<file path="src/rtl/fetch_decode_buffer_if.sv">
// Fetch-to-decode handshake bundle for fetch_decode_buffer.
// The master modport is the pipeline side (fetch and decode). The slave modport is the buffer.
interface fetch_decode_buffer_if;
    logic [15:0] instrF;
    logic [15:0] incPCF;
    logic        errF;
    logic        validF;
    logic        readyF;
    logic        flush;
    logic        stallD;
    logic [15:0] instrD;
    logic [15:0] incPCD;
    logic        errD;
    logic        validD;
    logic [15:0] stallCount;

    modport master (
        output instrF, incPCF, errF, validF, flush, stallD,
        input  readyF, instrD, incPCD, errD, validD, stallCount
    );

    modport slave (
        input  instrF, incPCF, errF, validF, flush, stallD,
        output readyF, instrD, incPCD, errD, validD, stallCount
    );
endinterface

</file>
<file path="src/rtl/fetch_decode_buffer.sv">
// Circular FIFO between fetch and decode that absorbs decode stalls and is cleared by a flush.
// Optional decode-stall counter is enabled by defining FDBUF_STALL_STATS_EN.
module fetch_decode_buffer #(
    parameter int          DEPTH     = 2,
    parameter logic [15:0] NOP_INSTR = 16'h0800
) (
    input logic                  clk,
    input logic                  rst,
    fetch_decode_buffer_if.slave bus
);
    localparam int             PTR_W      = $clog2(DEPTH);
    localparam logic [PTR_W:0] FULL_COUNT = (PTR_W+1)'(DEPTH);

    logic [32:0]      storage [DEPTH];
    logic [PTR_W-1:0] rdPtr;
    logic [PTR_W-1:0] wrPtr;
    logic [PTR_W:0]   count;
    logic             push;
    logic             pop;
    logic [32:0]      head;

    // readyF depends only on the count register, so stallD never reaches it combinationally
    assign bus.readyF = (count < FULL_COUNT);
    assign bus.validD = (count != '0);
    assign push       = bus.validF & bus.readyF & ~bus.flush;
    assign pop        = bus.validD & ~bus.stallD & ~bus.flush;

    always_ff @(posedge clk or posedge rst) begin
        if (rst) begin
            rdPtr <= '0;
            wrPtr <= '0;
            count <= '0;
        end else if (bus.flush) begin
            rdPtr <= '0;
            wrPtr <= '0;
            count <= '0;
        end else begin
            if (push) wrPtr <= wrPtr + PTR_W'(1);
            if (pop)  rdPtr <= rdPtr + PTR_W'(1);
            case ({push, pop})
                2'b10:   count <= count + (PTR_W+1)'(1);
                2'b01:   count <= count - (PTR_W+1)'(1);
                default: count <= count;
            endcase
        end
    end

    // Entry storage needs no reset; validD masks stale slots
    always_ff @(posedge clk) begin
        if (push) storage[wrPtr] <= {bus.errF, bus.incPCF, bus.instrF};
    end

    assign head       = storage[rdPtr];
    assign bus.instrD = bus.validD ? head[15:0]  : NOP_INSTR;
    assign bus.incPCD = bus.validD ? head[31:16] : 16'h0000;
    assign bus.errD   = bus.validD ? head[32]    : 1'b0;

`ifdef FDBUF_STALL_STATS_EN
    logic [15:0] stallCnt;

    // Saturating count of edges on which decode held a valid head; only reset clears it
    always_ff @(posedge clk or posedge rst) begin
        if (rst) begin
            stallCnt <= 16'h0000;
        end else if (bus.validD && bus.stallD && (stallCnt != 16'hFFFF)) begin
            stallCnt <= stallCnt + 16'd1;
        end
    end

    assign bus.stallCount = stallCnt;
`else
    assign bus.stallCount = 16'h0000;
`endif
endmodule

</file>
<file path="src/flat_wrapper.sv">
// flat-port wrapper written by rule: the top's interface ports become plain ports
module fetch_decode_buffer_flat 
#(
    parameter int          DEPTH     = 2,
    parameter logic [15:0] NOP_INSTR = 16'h0800
)
  (clk, rst, bus_instrF, bus_incPCF, bus_errF, bus_validF, bus_flush, bus_stallD, bus_readyF, bus_instrD, bus_incPCD, bus_errD, bus_validD, bus_stallCount);
  fetch_decode_buffer_if bus_i ();
  input logic clk;
  input logic rst;
  input wire logic [$bits(bus_i.instrF)-1:0] bus_instrF;
  input wire logic [$bits(bus_i.incPCF)-1:0] bus_incPCF;
  input wire logic [$bits(bus_i.errF)-1:0] bus_errF;
  input wire logic [$bits(bus_i.validF)-1:0] bus_validF;
  input wire logic [$bits(bus_i.flush)-1:0] bus_flush;
  input wire logic [$bits(bus_i.stallD)-1:0] bus_stallD;
  output wire logic [$bits(bus_i.readyF)-1:0] bus_readyF;
  output wire logic [$bits(bus_i.instrD)-1:0] bus_instrD;
  output wire logic [$bits(bus_i.incPCD)-1:0] bus_incPCD;
  output wire logic [$bits(bus_i.errD)-1:0] bus_errD;
  output wire logic [$bits(bus_i.validD)-1:0] bus_validD;
  output wire logic [$bits(bus_i.stallCount)-1:0] bus_stallCount;
  assign bus_i.instrF = bus_instrF;
  assign bus_i.incPCF = bus_incPCF;
  assign bus_i.errF = bus_errF;
  assign bus_i.validF = bus_validF;
  assign bus_i.flush = bus_flush;
  assign bus_i.stallD = bus_stallD;
  assign bus_readyF = bus_i.readyF;
  assign bus_instrD = bus_i.instrD;
  assign bus_incPCD = bus_i.incPCD;
  assign bus_errD = bus_i.errD;
  assign bus_validD = bus_i.validD;
  assign bus_stallCount = bus_i.stallCount;
  fetch_decode_buffer #(.DEPTH(DEPTH), .NOP_INSTR(NOP_INSTR)) u_core (.clk(clk), .rst(rst), .bus(bus_i));
endmodule
</file>
<file path="config.mk">
export PLATFORM = sky130hd
export DESIGN_NAME = fetch_decode_buffer_flat
export DESIGN_NICKNAME = d
export VERILOG_FILES = /design/src/rtl/fetch_decode_buffer_if.sv /design/src/rtl/fetch_decode_buffer.sv /design/src/flat_wrapper.sv
export SDC_FILE = /design/constraint.sdc
export NUM_CORES = 1
export LEC_CHECK = 0
export ABC_CLOCK_PERIOD_IN_PS = 4300
export CAP_MARGIN = 10
export CORE_MARGIN = 2
export CORE_UTILIZATION = 30
export CTS_CLUSTER_DIAMETER = 100
export DETAILED_ROUTE_END_ITERATION = 10
export GPL_TIMING_DRIVEN = 0
export SYNTH_ARGS = -nofsm -noshare
export SYNTH_HDL_FRONTEND = slang
export SYNTH_SLANG_ARGS = --single-unit
</file>
<file path="constraint.sdc">
create_clock -name clk -period 4.3 [get_ports clk]
set_clock_uncertainty 0.15 [all_clocks]
set_input_delay 1.29 -clock clk [delete_from_list [all_inputs] [get_ports clk]]
set_output_delay 1.29 -clock clk [all_outputs]
set_load 0.02 [all_outputs]
</file>
# ---- After elaboration in Yosys (flattened, before gate mapping)
# Memories as Yosys holds them, arrays and structs flattened.
# Cells that the tools add are included.
# Widths: inputs -> output; s select.
dict set report word_totals {
  inputBits 38
  word_cells 32
  output_inout_bits 51
  n_memories 1
  register_bits 4
  ramBits 66
}
dict set report classes {
  reduce_logical 4
  n_eq_ne 2
  mux 11
  n_addsub 4
  bitwise 6
  n_lt_le_gt_ge 1
}
# name depth width rd rd_ports_with_merged_regs write_ports line_no
set mem_list {}
lappend mem_list {u_core.storage 2 33 1 0 1 fetch_decode_buffer.sv:14} ;# logic [32:0] storage [DEPTH];
# op n
set op_table {}
lappend op_table {{$mux 16} 2}
lappend op_table {{$mux 1} 7}
lappend op_table {{$reduce_bool 2->1} 3}
lappend op_table {{$and 1x1->1} 4}
lappend op_table {{$pmux 2 s2} 1}
lappend op_table {{$reduce_bool 3->1} 1}
lappend op_table {{$add 1x1->1 const B} 2}
lappend op_table {{$add 2x1->2 const B} 1}
lappend op_table {{$eq 2x1->1 const B} 1}
lappend op_table {{$eq 2x2->1 const B} 1}
lappend op_table {{$lt 2x2->1 const B} 1}
lappend op_table {{$mux 2} 1}
lappend op_table {{$not 1->1} 2}
lappend op_table {{$sub 2x1->2 const B} 1}

# ---- Depth between registers and ports, before layout
dict set report logic_depth {
  ltp_word 6
  mapped_depth 4
}

# ---- Least setup slack after synthesis
# No wires, ideal clock.
dict set report synth_timing {
  path_kind {input-to-reg}
  from {in bus_validF}
  to {mem u_core.storage[1][0], enable pin}
  t_arrival_ns 3.863
  setup_slack_ns -0.185
  path_stages 2
  path_buffers 0
  cell_sequence {nand2b_1 nor3b_1}
}
dict set report synth_between {
  elab_chain_cells 4
}
# element line_no
set synth_lines {}
lappend synth_lines {{start: declaration} flat_wrapper.sv:14} ;# input wire logic [$bits(bus_i.validF)-1:0] bus_validF;
lappend synth_lines {{$and 1x1->1 (2 in a row)} fetch_decode_buffer.sv:25} ;# assign push = bus.validF & bus.readyF & ~bus.flush;
lappend synth_lines {{$mux 1} fetch_decode_buffer.sv:50} ;# if (push) storage[wrPtr] <= {bus.errF, bus.incPCF, bus.instrF};
lappend synth_lines {{$mux 1 (not written as such)} fetch_decode_buffer.sv:50}
lappend synth_lines {{end: declaration} fetch_decode_buffer.sv:14}
# No other way between the ends.

# ---- Worst setup path in the final report
dict set report layout_timing {
  from {reg u_core.count[1]}
  to {out bus_incPCD[14]}
}
dict set report layout_between {
  elab_chain_cells 2
}
# element line_no
set layout_lines {}
lappend layout_lines {{start: declaration} fetch_decode_buffer.sv:17} ;# logic [PTR_W:0] count;
lappend layout_lines {{start signal: assignment} fetch_decode_buffer.sv:41} ;# 2'b10: count <= count + (PTR_W+1)'(1);
lappend layout_lines {{start signal: assignment} fetch_decode_buffer.sv:42} ;# 2'b01: count <= count - (PTR_W+1)'(1);
lappend layout_lines {{start signal: assignment} fetch_decode_buffer.sv:43} ;# default: count <= count;
lappend layout_lines {{$reduce_bool 2->1} fetch_decode_buffer.sv:24} ;# assign bus.validD = (count != '0);
lappend layout_lines {{$mux 16} fetch_decode_buffer.sv:55} ;# assign bus.incPCD = bus.validD ? head[31:16] : 16'h0000;
lappend layout_lines {{end: declaration} flat_wrapper.sv:19} ;# output wire logic [$bits(bus_i.incPCD)-1:0] bus_incPCD;
# No other way between the ends.

==> key figures <==
Status
  • Status: complete, no violations

Clock tree
  • CTS tree: built
  • Clk_lat worst skew: about 330 ps
  • Root Buffer: clkbuf_8
  • CTS Sinks: 70
  • Max H-tree Level: 3
  • Post-CTS Resized: 0
  • Num CTS Buffers: 9
  • Worst-path clk slew: 80 ps
  • Clock Path Buffers: 2
  • Post-CTS Repair Setup Buffers: 0
  • Hold Buf Count CTS: 0

Timing
  • Worst-Margin Slew: 573 ps
  • Setup TNS: 0 ps
  • Tmin final: 3470 ps
  • Unrepaired setup endpoints after global routing: no
  • Setup violators final: 0
  • Highest Clock Rate: 288 MHz
  • Slew headroom: between 60 and 70%
  • Final period util: between 80 and 90%
  • Fin. Hold Viols: 0
  • Final slew viol count: 0

Detailed routing
  • DR vias: ~1700
  • Post-DR wirelength/cell: 13.1 µm
  • DRC viols: 0
  • Detailed Route Iter0 Violations: 50
  • Final wirelength: 5.23 mm
  • Drt first pass iters: 4
  • Routed vias/inst: between 4 and 5
  • Antenna viol nets, final: 0

Synthesis
  • Mean post-synth cell area: roughly 16 µm²
  • Synthesized area: roughly 2800 µm²
  • EDFF count, synth: 66
  • Fraction of registers with async set/reset: between 5 and 6%
  • Sequential share of the synthesized area: around 74%
  • Ys Warns: 0
  • Cell count after synthesis: 180
  • Synth Register Bits: 70
  • Most used DFF post-synth: edfxtp_1
  • Unique masters post-synth: 20

Die
  • Chip height: roughly 100 µm
  • # rows: 35
  • IO Count: 89
  • Initial Util: a little under a third
  • Core area: around 9200 µm²
  • Die W: between 100 and 150 µm
  • Total die area: around 10000 µm²

Cells and area
  • Share of layout cells above drive strength 1: 16.7%
  • Layout net count: roughly 320
  • Antenna diode count: 0
  • Final non-filler cell total: approximately 400
  • Area grow syn2layout: 43.7%

Pwr
  • Leak Pwr: between 1 and 1.5 nW
  • VDD IR max: approximately 0.22 mV
  • PD cells: a little under 400 nW/µm²

Setup path
  • Critical Path End Type: output pin
  • CP Max Fanout: 10
  • R2r setup slk: about 2300 ps
  • CP Data Required Time: approximately 2900 ps
  • CP Launch Type: flop
  • Critical path class: flop to output pin
  • CP arrival: between 2000 and 2500 ps
  • R2r worst-path depth: 4

Global routing
  • Total grt overflow: 0
  • Initial antenna violation count: 0
  • First-pass GRT wire length: around 8.4 mm
  • Vias in the first global route: between 1500 and 2000
  • Largest net degree at the start of global routing: 18
  • Total GRT Usage: between 10% and 20%

Worst hold path
  • Worst hold stages: 2
  • Hold Crit Class: flop to flop

Place
  • IO buf count: 72
  • Post-DP HPWL: roughly 3.6 mm
  • Final GP Congestion: around 0.75
  • Placed cells: 383

Job
  • Maximum capacitance violations: 0
==> area by class of cell <==
type / instances / area [µm²]
Fill cell: 815 / 5110
Sequential cell: 70 / 2080
Timing Repair Buffer: 77 / 797
Multi-Input combinational cell: 99 / 632
Buffer: 23 / 163
Tap cell: 111 / 139
Clock buffer: 9 / 124
Clock inverter: 7 / 97.6
Inverter: 3 / 11.3
==> power by group <==
group | internal (mW) | leakage [nW] | switching (mW)
sequential | 0.776 | 0.659 | 0.00796
combinational | 0.110 | 0.667 | 0.112
clock | 0.328 | 0.106 | 0.249
total | 1.22 | 1.43 | 0.369
==> critical path: stages, from the launching register on <==
cell and delay, ps:
dfrtp_1 440, nor2_2 320, buf_2 300, nor2_1 80, clkdlybuf4s50_1 540
==> cells by family after synthesis <==
family	after synthesis	synth area share, %
compound gates	5	0.889
xor+xnor	2	0.622
buf+inv	26	6.18
flops	70	74.0
mux	34	12.1
other cells	1	0.133
simple gates	42	6.09
==> synthesized netlist by cell type (all sizes together), types with 2 or more instances <==
cell type	number	area share [%]
dfrtp	4	3.6
nor2	34	4.6
edfxtp	66	70
nand2	3	0.40
a21oi	3	0.53
inv	3	0.40
mux2i	33	12
buf	23	5.8
o21ai	2	0.36
==> stage by stage <==
step	cell area [µm²]	total power [mW]	util, %	setup WS [ps]	hold WS, ps
floorplan	2880	0.916	-	4.41	368
global placement	3740	1.02	40.8	-1980	385
CTS	4050	1.61	44.2	749	457
finish	4050	1.58	44.2	829	459
detailed placement	3820	1.03	41.8	949	439
global route	4050	1.66	44.2	596	509
==> cells in the final DEF (no fill, tap or decap), types with 2 or more instances in the layout <==
| master | instances |
|---|---|
| a21oi_1 | 3 |
| buf_2 | 4 |
| buf_4 | 19 |
| buf_6 | 3 |
| bufinv_16 | 2 |
| clkbuf_8 | 9 |
| clkdlybuf4s50_1 | 72 |
| clkinvlp_4 | 2 |
| conb_1 | 16 |
| dfrtp_1 | 4 |
| edfxtp_1 | 66 |
| inv_1 | 3 |
| mux2i_1 | 33 |
| nand2_1 | 3 |
| nor2_1 | 33 |
| o21ai_0 | 2 |
==> final timing paths <==
kind / start / to
worst max-delay path: u_core.count[1] / bus_incPCD[14]
min in group asynchronous: rst / u_core.wrPtr
worst min register to register: u_core.count[0] / u_core.count[1]
worst min-delay path: u_core.count[0] / u_core.count[1]
max in group asynchronous: rst / u_core.count[0]
worst max register to register: u_core.count[1] / u_core.storage[0][8]
==> routing by layer <==
metal | wire length [µm] | up-vias | global-route usage, %
met3 | 364 | 4 | 4.37
met2 | 2640 | 59 | 18.4
li1 | - | 821 | -
met4 | 34 | 0 | 3.16
met1 | 2190 | 795 | 13.2
met5 | 0 | - | 0
==> flip-flops by register name (all words and copies together), names as in the netlist <==
name / flops
u_core.rdPtr: 1
u_core.wrPtr: 1
u_core.count: 2
u_core.storage: 66
Note: power is estimated with default switching activity, not from simulation.
